--- src/rtl/cla_addsub_pipe.sv ---
// ---------------------------------------------------------------------------
// cla_addsub_pipe
//   Two-stage pipelined carry-lookahead adder/subtractor for the ALU datapath.
//   The carry chain is cut at the half-word boundary. Stage 1 adds the low
//   half. Stage 2 adds the high half using the registered low carry, forms the
//   flags, and registers the result. The block accepts one operation per cycle
//   and uses a valid/ready handshake on both sides.
//
//   Subtraction is computed as a + ~b + 1: b is inverted and the carry-in is 1.
//
// Optional feature
//   CLA_ADDSUB_SATURATE_EN : when defined, op[1]=1 clamps an overflowing
//                            result to the most positive or most negative
//                            value. When undefined, op[1] is ignored.
//
// Parameters
//   WIDTH      operand/result width; must be a multiple of 8 so that each half
//              is made of whole 4-bit CLA groups
//
// Ports
//   clk        rising-edge clock
//   rst        synchronous active-high reset; discards in-flight operations
//   in_valid   operands/op presented          in_ready  operation accepted
//   a, b       two's complement operands      op        {saturate, subtract}
//   out_valid  result/flags valid             out_ready consumer takes result
//   sum        result (saturated when enabled and requested)
//   cout       raw carry out of the MSB       ovfl      raw signed overflow
//   zero       sum == 0                       neg       sum[WIDTH-1]
// ---------------------------------------------------------------------------

// Carry-lookahead adder for one half-word. It is built from 4-bit groups,
// each with its own internal lookahead, plus a group-level G/P lookahead.
module cla_addsub_pipe_half #(
  parameter int N = 8
) (
  input  logic [N-1:0] i_a,
  input  logic [N-1:0] i_b,
  input  logic         i_cin,
  output logic [N-1:0] o_sum,
  output logic         o_cout
);
  localparam int NG = N / 4;

  logic [N-1:0]  w_g;
  logic [N-1:0]  w_p;
  logic [N-1:0]  w_c;
  logic [NG-1:0] w_gg;
  logic [NG-1:0] w_gp;
  logic [NG-1:0] w_gc;

  assign w_g = i_a & i_b;
  assign w_p = i_a ^ i_b;

  genvar gi;
  generate
    for (gi = 0; gi < NG; gi++) begin : g_grp
      logic [3:0] w_gl;
      logic [3:0] w_pl;
      logic       w_ci;

      assign w_gl = w_g[4*gi +: 4];
      assign w_pl = w_p[4*gi +: 4];
      assign w_ci = w_gc[gi];

      // Group generate/propagate feed the group-level lookahead.
      assign w_gg[gi] = w_gl[3]
                      | (w_pl[3] & w_gl[2])
                      | (w_pl[3] & w_pl[2] & w_gl[1])
                      | (w_pl[3] & w_pl[2] & w_pl[1] & w_gl[0]);
      assign w_gp[gi] = &w_pl;

      // Bit carries inside the group depend only on the group carry-in.
      assign w_c[4*gi+0] = w_ci;
      assign w_c[4*gi+1] = w_gl[0] | (w_pl[0] & w_ci);
      assign w_c[4*gi+2] = w_gl[1] | (w_pl[1] & w_gl[0])
                         | (w_pl[1] & w_pl[0] & w_ci);
      assign w_c[4*gi+3] = w_gl[2] | (w_pl[2] & w_gl[1])
                         | (w_pl[2] & w_pl[1] & w_gl[0])
                         | (w_pl[2] & w_pl[1] & w_pl[0] & w_ci);
    end
  endgenerate

  // Group carries are computed from group G/P only. A local variable carries
  // the value through the loop so the vector has no self-dependency.
  always_comb begin
    logic v_c;
    w_gc = '0;
    v_c  = i_cin;
    for (int k = 0; k < NG; k++) begin
      w_gc[k] = v_c;
      v_c     = w_gg[k] | (w_gp[k] & v_c);
    end
    o_cout = v_c;
  end

  assign o_sum = w_p ^ w_c;
endmodule

module cla_addsub_pipe #(
  parameter int WIDTH = 16
) (
  input  logic             clk,
  input  logic             rst,
  input  logic             in_valid,
  output logic             in_ready,
  input  logic [WIDTH-1:0] a,
  input  logic [WIDTH-1:0] b,
  input  logic [1:0]       op,
  output logic             out_valid,
  input  logic             out_ready,
  output logic [WIDTH-1:0] sum,
  output logic             cout,
  output logic             ovfl,
  output logic             zero,
  output logic             neg
);
  localparam int H = WIDTH / 2;

  // Handshake
  logic w_s2_adv;
  logic w_s1_adv;
  logic w_accept;

  // Stage 1
  logic [WIDTH-1:0] w_b_eff;
  logic [H-1:0]     w_lo_sum;
  logic             w_lo_cout;
  logic             r_s1_v;
  logic [H-1:0]     r_s1_sum_lo;
  logic             r_s1_c;
  logic [H-1:0]     r_s1_a_hi;
  logic [H-1:0]     r_s1_b_hi;

  // Stage 2
  logic [H-1:0]     w_hi_sum;
  logic             w_hi_cout;
  logic [WIDTH-1:0] w_raw;
  logic             w_c_msb;
  logic             w_ovfl;
  logic [WIDTH-1:0] w_sum;
  logic             r_s2_v;
  logic [WIDTH-1:0] r_sum;
  logic             r_cout;
  logic             r_ovfl;
  logic             r_zero;
  logic             r_neg;

  assign w_s2_adv = !r_s2_v | out_ready;
  assign w_s1_adv = !r_s1_v | w_s2_adv;
  assign w_accept = in_valid & w_s1_adv;
  assign in_ready = w_s1_adv;

  // ---------------- Stage 1: low half ----------------
  assign w_b_eff = op[0] ? ~b : b;

  cla_addsub_pipe_half #(.N(H)) u_lo (
    .i_a    (a[H-1:0]),
    .i_b    (w_b_eff[H-1:0]),
    .i_cin  (op[0]),
    .o_sum  (w_lo_sum),
    .o_cout (w_lo_cout)
  );

`ifdef CLA_ADDSUB_SATURATE_EN
  logic r_s1_sat;
`else
  // op[1] only selects saturation, which is not built in this configuration.
  logic w_unused_op1;
  assign w_unused_op1 = op[1];
`endif

  always_ff @(posedge clk) begin
    if (rst) begin
      r_s1_v      <= 1'b0;
      r_s1_sum_lo <= '0;
      r_s1_c      <= 1'b0;
      r_s1_a_hi   <= '0;
      r_s1_b_hi   <= '0;
`ifdef CLA_ADDSUB_SATURATE_EN
      r_s1_sat    <= 1'b0;
`endif
    end else if (w_s1_adv) begin
      r_s1_v <= in_valid;
      if (w_accept) begin
        r_s1_sum_lo <= w_lo_sum;
        r_s1_c      <= w_lo_cout;
        r_s1_a_hi   <= a[WIDTH-1:H];
        r_s1_b_hi   <= w_b_eff[WIDTH-1:H];
`ifdef CLA_ADDSUB_SATURATE_EN
        r_s1_sat    <= op[1];
`endif
      end
    end
  end

  // ---------------- Stage 2: high half, flags ----------------
  cla_addsub_pipe_half #(.N(H)) u_hi (
    .i_a    (r_s1_a_hi),
    .i_b    (r_s1_b_hi),
    .i_cin  (r_s1_c),
    .o_sum  (w_hi_sum),
    .o_cout (w_hi_cout)
  );

  assign w_raw   = {w_hi_sum, r_s1_sum_lo};
  // Carry into the MSB is recovered from the MSB sum bit (s = a ^ b ^ cin).
  assign w_c_msb = r_s1_a_hi[H-1] ^ r_s1_b_hi[H-1] ^ w_hi_sum[H-1];
  assign w_ovfl  = w_c_msb ^ w_hi_cout;

`ifdef CLA_ADDSUB_SATURATE_EN
  // A raw MSB of 1 on overflow means two positives wrapped negative, so the
  // result clamps to the most positive value. Otherwise it clamps to the most
  // negative value.
  always_comb begin
    w_sum = w_raw;
    if (r_s1_sat && w_ovfl) begin
      w_sum = w_raw[WIDTH-1] ? {1'b0, {(WIDTH-1){1'b1}}}
                             : {1'b1, {(WIDTH-1){1'b0}}};
    end
  end
`else
  assign w_sum = w_raw;
`endif

  always_ff @(posedge clk) begin
    if (rst) begin
      r_s2_v <= 1'b0;
      r_sum  <= '0;
      r_cout <= 1'b0;
      r_ovfl <= 1'b0;
      r_zero <= 1'b0;
      r_neg  <= 1'b0;
    end else if (w_s2_adv) begin
      r_s2_v <= r_s1_v;
      // Only real data is loaded. While the stage drains, the last result
      // stays visible.
      if (r_s1_v) begin
        r_sum  <= w_sum;
        r_cout <= w_hi_cout;
        r_ovfl <= w_ovfl;
        r_zero <= (w_sum == '0);
        r_neg  <= w_sum[WIDTH-1];
      end
    end
  end

  assign out_valid = r_s2_v;
  assign sum       = r_sum;
  assign cout      = r_cout;
  assign ovfl      = r_ovfl;
  assign zero      = r_zero;
  assign neg       = r_neg;
endmodule

--- config.mk ---
export PLATFORM = sky130hd
export DESIGN_NAME = cla_addsub_pipe
export DESIGN_NICKNAME = d
export VERILOG_FILES = /design/src/rtl/cla_addsub_pipe.sv
export SDC_FILE = /design/constraint.sdc
export NUM_CORES = 1
export LEC_CHECK = 0
export CAP_MARGIN = 25
export CORE_ASPECT_RATIO = 1.1
export CORE_MARGIN = 3
export CORE_UTILIZATION = 50
export DETAILED_ROUTE_END_ITERATION = 7
export MAX_ROUTING_LAYER = met4
export PLACE_DENSITY = 0.88
export SYNTH_ARGS = -nofsm -noshare
export SYNTH_HDL_FRONTEND = slang
export SYNTH_HIERARCHICAL = 1
export SYNTH_SLANG_ARGS = --single-unit
export TNS_END_PERCENT = 30
--- constraint.sdc ---
create_clock -name clk -period 3.3 [get_ports clk]
set_input_delay 0.495 -clock clk [delete_from_list [all_inputs] [get_ports clk]]
set_output_delay 0.495 -clock clk [all_outputs]
set_load 0.05 [all_outputs]
==> results of run 1 <==
## power by group through the flow
| stage | logic, uW | registers (uW) | clock network [uW] |
|---|---|---|---|
| finish | 379 | 624 | 509 |
| global route | 419 | 629 | 544 |
| CTS | 377 | 623 | 518 |
| detailed placement | 374 | 636 | 0 |
| global placement | 359 | 634 | 0 |
| floorplan | 220 | 667 | 0 |
## cell families after synthesis
family / Yosys count
xor gates and xnor gates: 29
adders and majority gates: 20
AOI/OAI and AO/OA: 110
buffers and inverters: 27
DFF: 46
and+or+nand+nor: 58
## through the flow
step                      utilization  hold WS [ns]  setup TNS [ns]  power (uW)  cells
final                           0.685         0.481               0        1510    398
after floorplan                     -         0.458               0         887    290
after detailed placement        0.655         0.469        -0.00650        1010    390
after global routing            0.685         0.513               0        1590    398
after global placement          0.655         0.462               0         993    390
after CTS                       0.685         0.481               0        1520    398
## synthesized netlist by cell type, drive strengths merged (3+ instances only)
library cell / n / area (sq um)
or2: 4 / 25.0
a211oi: 8 / 65.1
nor2: 4 / 17.5
ha: 16 / 200
o21a: 4 / 30.0
and3: 4 / 25.0
inv: 5 / 23.8
a21o: 4 / 30.0
nor2b: 3 / 18.8
dfxtp: 46 / 921
clkbuf: 9 / 33.8
o21ai: 38 / 190
xnor2: 15 / 131
buf: 13 / 87.6
xor2: 14 / 123
nand3: 35 / 175
a21oi: 47 / 235
fa: 4 / 80.1
nor4: 3 / 18.8
## state kept, by name, summed over array words and instances (netlist names)
register / cells
r_s1_a_hi: 8
r_s1_c: 1
sum: 16
cout: 1
ovfl: 1
r_s1_b_hi: 8
r_s1_sum_lo: 8
zero: 1
out_valid: 1
r_s1_v: 1
## layout make-up
type	instances	area (sq um)
well taps	56	70.1
clock buffers	6	82.6
fillers	407	1510
clock inverters	2	60.1
flip-flops and latches	46	921
inverters	5	23.8
multi-input cells	217	1480
repair buffers	66	641
## worst max-delay path: cells and delay by family
kind	cells	cell delay, ns
XOR/XNOR	2	0.39
AND/OR/NAND/NOR	3	0.58
AO/OA/AOI/OAI	2	0.48
buffers and inverters	1	0.60
adder cells (fa/ha/maj)	2	0.71
## worst max path at each step
stage / cells after the start / startpoint / slack [ns] / to
global route: 10 / op[0] / 0.18 / r_s1_sum_lo[5]
detailed placement: 10 / op[0] / -0.006 / r_s1_sum_lo[5]
floorplan: 11 / op[0] / 0.45 / r_s1_sum_lo[5]
global placement: 10 / op[0] / 0.05 / r_s1_sum_lo[5]
finish: 10 / op[0] / 0.29 / r_s1_sum_lo[5]
CTS: 10 / op[0] / 0.32 / r_s1_sum_lo[5]
## metal layers
layer	vias to the layer above	GRT usage
li1	1144	-
met1	1058	0.262
met2	83	0.343
met3	9	0.0433
met4	0	0.0761
met5	-	-
==> results.json, run 1 <==
{
  "status": "completed",
  "antenna_left": 0,
  "wl_met1_um": 2510,
  "drc": 0,
  "dr_total_vias": 2294,
  "rsz0062_at_grt": "no",
  "numCtsBuffers": 5,
  "slew_headroom": 0.543,
  "p_seq_frac": 0.413,
  "power_switching_uw": 418,
  "syn-instance-count": 290,
  "synth_area_per_cell_sq_um": 8.77,
  "crit_arrival_ns": 3.24,
  "seq_area_frac_synth": 0.362,
  "fmaxAchievable_ghz": 0.333,
  "place_area_sq_um": 3130,
  "path_common_cell": "xor2_1",
  "placement_rows": 26,
  "p_comb_frac": 0.251,
  "synth_cell_types": 38,
  "synth_compound_area_frac": 0.247,
  "dr.max_layer_used": "met4",
  "rrSetupSlack_ns": 0.76,
  "core_sq_um": 4780,
  "crit_fanout": 8,
  "wl_per_cell_um": 14.4,
  "antenna_found_initial": 0,
  "hold_start": "sum[1]",
  "firstDrtPassIters": 4,
  "root_buffer": "clkbuf_8",
  "crit_path_end_kind": "register",
  "die_w_um": 74.0,
  "synth_nets": 348,
  "worst_path_largest_cell_delay_ns": 0.60,
  "synthXorXnorAreaFrac": 0.0999,
  "final_common_cell": "clkdlybuf4s50_1",
  "drv_slew": 0,
  "dp_slack_ns": -0.00650,
  "syn2layout_area_growth_pct": 28.8,
  "synth_top_family_by_area": "compound AO/OA/AOI/OAI gates",
  "crit_type": "in -> reg",
  "ys.flop_type": "dfxtp_1",
  "diodes": 0,
  "wl_met2_um": 2810,
  "drtIter0Drc": 124,
  "synth-adder-area-share": 0.110,
  "leakagePower_uw": 0.00131,
  "numClockSinks": 46,
  "final_nets": 399,
  "cts_resized": 0,
  "clock_latency_ns": 0.30,
  "switching_share": 0.276,
  "gp_congestion": 0.753,
  "synth_edf_count": 0,
  "die_area_sq_um": 5980,
  "clock_skew_ns": 0.00455,
  "mostFrequentLayoutCells": "58 x clkdlybuf4s50_1, 47 x a21oi_1, 46 x dfxtp_1, 35 x nand3_1, 31 x o21ai_0",
  "power_density_nw_per_um2": 462,
  "synthesis.area_sq_um": 2540,
  "worstPathCellList": "clkdlybuf4s50_1, xor2_1, ha_1, and3_1, a221o_1, or2_2, fa_1, xor2_1, nand3_1, a21oi_1",
  "p_int_uw": 1090,
  "period_minus_slack_ns": 3.01,
  "yosysWarnings": 6,
  "r2r-start": "r_s1_a_hi[1]",
  "setup_slack_ns": 0.294,
  "cp-start-kind": "primary input",
  "hold_depth": 2,
  "port_buffers": 58,
  "synth.area.mux_share": 0,
  "pwr-share-clk": 0.337,
  "die_h_um": 80.8,
  "synthSimpleGateAreaFrac": 0.124,
  "grt_max_degree": 48,
  "grt_overflow": 0,
  "finalInstanceArea_sq_um": 3270,
  "hold_violations": 0,
  "vias_per_cell": 5.76,
  "maxCapViolations": 0,
  "period_share": 0.911,
  "floorplan.io_pins": 60,
  "route.final.wire_length_um": 5730,
  "worstHoldEndpoint": "sum[1]",
  "ys_ff_latch": 46,
  "drive_gt1_frac": 0.0673,
  "grt_pass1_wl_um": 9790,
  "grt_pass1_vias": 2201,
  "async_flop_share": 0,
  "dp_hpwl_um": 4210,
  "hold_class": "reg -> reg",
  "clock_path_buffers": 2,
  "clkTransAtPathRegs_ns": 0.08,
  "grt_usage": 0.212,
  "h-tree-depth": 2,
  "crit_required_ns": 3.53,
  "slowest_stage": "clkdlybuf4s50_1",
  "holdBufCountCts": 0,
  "worst_ir_drop_vdd_uv": 316,
  "met3_length_um": 313,
  "r2r_end": "zero",
  "finalSetupViolCount": 0,
  "worstMarginPinSlew_ns": 0.686,
  "start_util": 0.532,
  "worst_r2r_path_depth": 9,
  "tritoncts": "yes",
  "cts_setup_buffers": 0
}
Power figures use the tool's default switching activity.
==> inputs of run 2 (changes only) <==
CORE_UTILIZATION = 40   (was 50)
PLACE_DENSITY = 0.74   (was 0.88)
==> run 2 against run 1 <==
Die area increased by 23%. Setup slack improved by 0.0042 ns. Sequential power about the same. Utilization down 13 points. Clock skew increased by 0.0029 ns. Design area hardly changed. Wire length shrank 5.6%. Global-route usage is 5.2 points lower. Non-clock buffer count grew 1. Fmax grew 0.14%. Count of clock-buffer cells in the layout did not move. Largest power group unchanged. Highest routed layer unchanged.
==> results.json, run 2 (synthesis gave the netlist of run 1 again) <==
{
  "numClockSinks": 46,
  "crit_type": "in -> reg",
  "worstHoldEndpoint": "sum[11]",
  "vias_per_cell": 5.26,
  "cts_setup_buffers": 0,
  "drive_gt1_frac": 0.0671,
  "drc": 0,
  "hold_class": "reg -> reg",
  "antenna_left": 0,
  "grt_pass1_vias": 2078,
  "grt_max_degree": 28,
  "final_nets": 400,
  "final_common_cell": "clkdlybuf4s50_1",
  "root_buffer": "clkbuf_8",
  "crit_required_ns": 3.53,
  "hold_start": "sum[11]",
  "r2r-start": "r_s1_b_hi[0]",
  "numCtsBuffers": 5,
  "crit_fanout": 7,
  "fillers": 597,
  "core_sq_um": 5950,
  "die_w_um": 82.0,
  "clock_latency_ns": 0.29,
  "clock_skew_ns": 0.00742,
  "drtIter0Drc": 70,
  "whs_ns": 0.476,
  "diodes": 0,
  "worst_ir_drop_vdd_uv": 243,
  "period_minus_slack_ns": 3.00,
  "antenna_found_initial": 0,
  "holdBufCountCts": 0,
  "die_h_um": 89.6,
  "start_util": 0.427,
  "grt_overflow": 0,
  "rsz0062_at_grt": "no",
  "port_buffers": 58,
  "syn2layout_area_growth_pct": 28.8,
  "multiInputGateArea_sq_um": 1480,
  "h-tree-depth": 2,
  "placement_rows": 29,
  "mostFrequentLayoutCells": "58 x clkdlybuf4s50_1, 47 x a21oi_1, 46 x dfxtp_1, 35 x nand3_1, 31 x o21ai_0",
  "clock_path_buffers": 2,
  "slew_headroom": 0.551,
  "power_density_nw_per_um2": 428,
  "floorplan.io_pins": 60,
  "rrSetupSlack_ns": 0.74,
  "worstPathCellList": "clkdlybuf4s50_1, xor2_1, ha_1, and3_1, a221o_1, or2_2, fa_1, xor2_1, nand3_1, a21oi_1",
  "hold_violations": 0,
  "status": "completed",
  "cts_resized": 0,
  "hold_depth": 2,
  "finalInstanceArea_sq_um": 3280,
  "period_share": 0.910,
  "crit_path_end_kind": "register",
  "worst_path_largest_cell_delay_ns": 0.66,
  "area.sequential_sq_um": 921,
  "maxCapViolations": 0,
  "tritoncts": "yes",
  "crit_arrival_ns": 3.23,
  "firstDrtPassIters": 4,
  "grt_usage": 0.160,
  "clkTransAtPathRegs_ns": 0.08,
  "finalSetupViolCount": 0,
  "worst_r2r_path_depth": 9,
  "dp_hpwl_um": 4190,
  "dp_slack_ns": -0.0187,
  "wl_per_cell_um": 12.9,
  "slowest_stage": "clkdlybuf4s50_1",
  "place_area_sq_um": 3170,
  "gp_congestion": 0.776,
  "path_common_cell": "xor2_1",
  "worstMarginPinSlew_ns": 0.673,
  "setup_slack_ns": 0.299,
  "largest_reg_flops": 16,
  "p_total_uw": 1400,
  "drv_slew": 0,
  "route.final.wire_length_um": 5410,
  "r2r_end": "zero",
  "dr_total_vias": 2209,
  "leakagePower_uw": 0.00129,
  "grt_pass1_wl_um": 9080,
  "cp-start-kind": "primary input",
  "die_area_sq_um": 7350,
  "fmaxAchievable_ghz": 0.333
}
-- run 2: cell types whose count changed in the layout (fill, tap and decap cells not counted), sizes merged --
cell	previous run	this run
buf	8	9
bufinv	2	1
clkinvlp	0	1
-- run 2: worst max-delay path: cells and delay by family --
kind	cells	cell delay, ns
compound gates	2	0.49
xor+xnor	2	0.35
fa+ha+maj	2	0.67
buf+inv	1	0.66
simple gates	3	0.56
-- run 2: metrics by stage --
| step | utilization | cells | setup TNS, ns |
|---|---|---|---|
| 2_1_floorplan | - | 290 | 0 |
| 3_5_place_dp | 0.532 | 412 | -0.0187 |
| 3_3_place_gp | 0.532 | 412 | 0 |
| 5_1_grt | 0.550 | 420 | 0 |
| 6_report | 0.550 | 420 | 0 |
| 4_1_cts | 0.550 | 420 | 0 |
-- run 2: how the worst max path moves through the flow --
stage	start	to	depth (start not counted)
global route	op[0]	r_s1_sum_lo[5]	10
finish	op[0]	r_s1_sum_lo[5]	10
floorplan	op[0]	r_s1_sum_lo[5]	11
detailed placement	op[0]	r_s1_sum_lo[5]	10
CTS	op[0]	r_s1_sum_lo[5]	10
global placement	op[0]	r_s1_sum_lo[5]	10
-- run 2: layer usage --
metal	track usage	up-vias	routed length [um]
li1	-	1151	-
met1	0.197	1003	2600
met2	0.270	51	2520
met3	0.0240	4	236
met4	0.0498	0	56
met5	-	-	0
-- run 2: final cells by class --
type | count | area share
flip-flops and latches | 46 | 0.281
repair buffers | 67 | 0.198
clock buffers | 6 | 0.0222
multi-input cells | 217 | 0.451
well taps | 77 | 0.0294
inverters | 5 | 0.00726
clock inverters | 2 | 0.0115
-- run 2: power by group --
group	internal [uW]	switching, uW	leakage, uW
clock network	226	182	0.0000514
registers	594	29.2	0.000377
logic	176	193	0.000861
total	996	405	0.00129
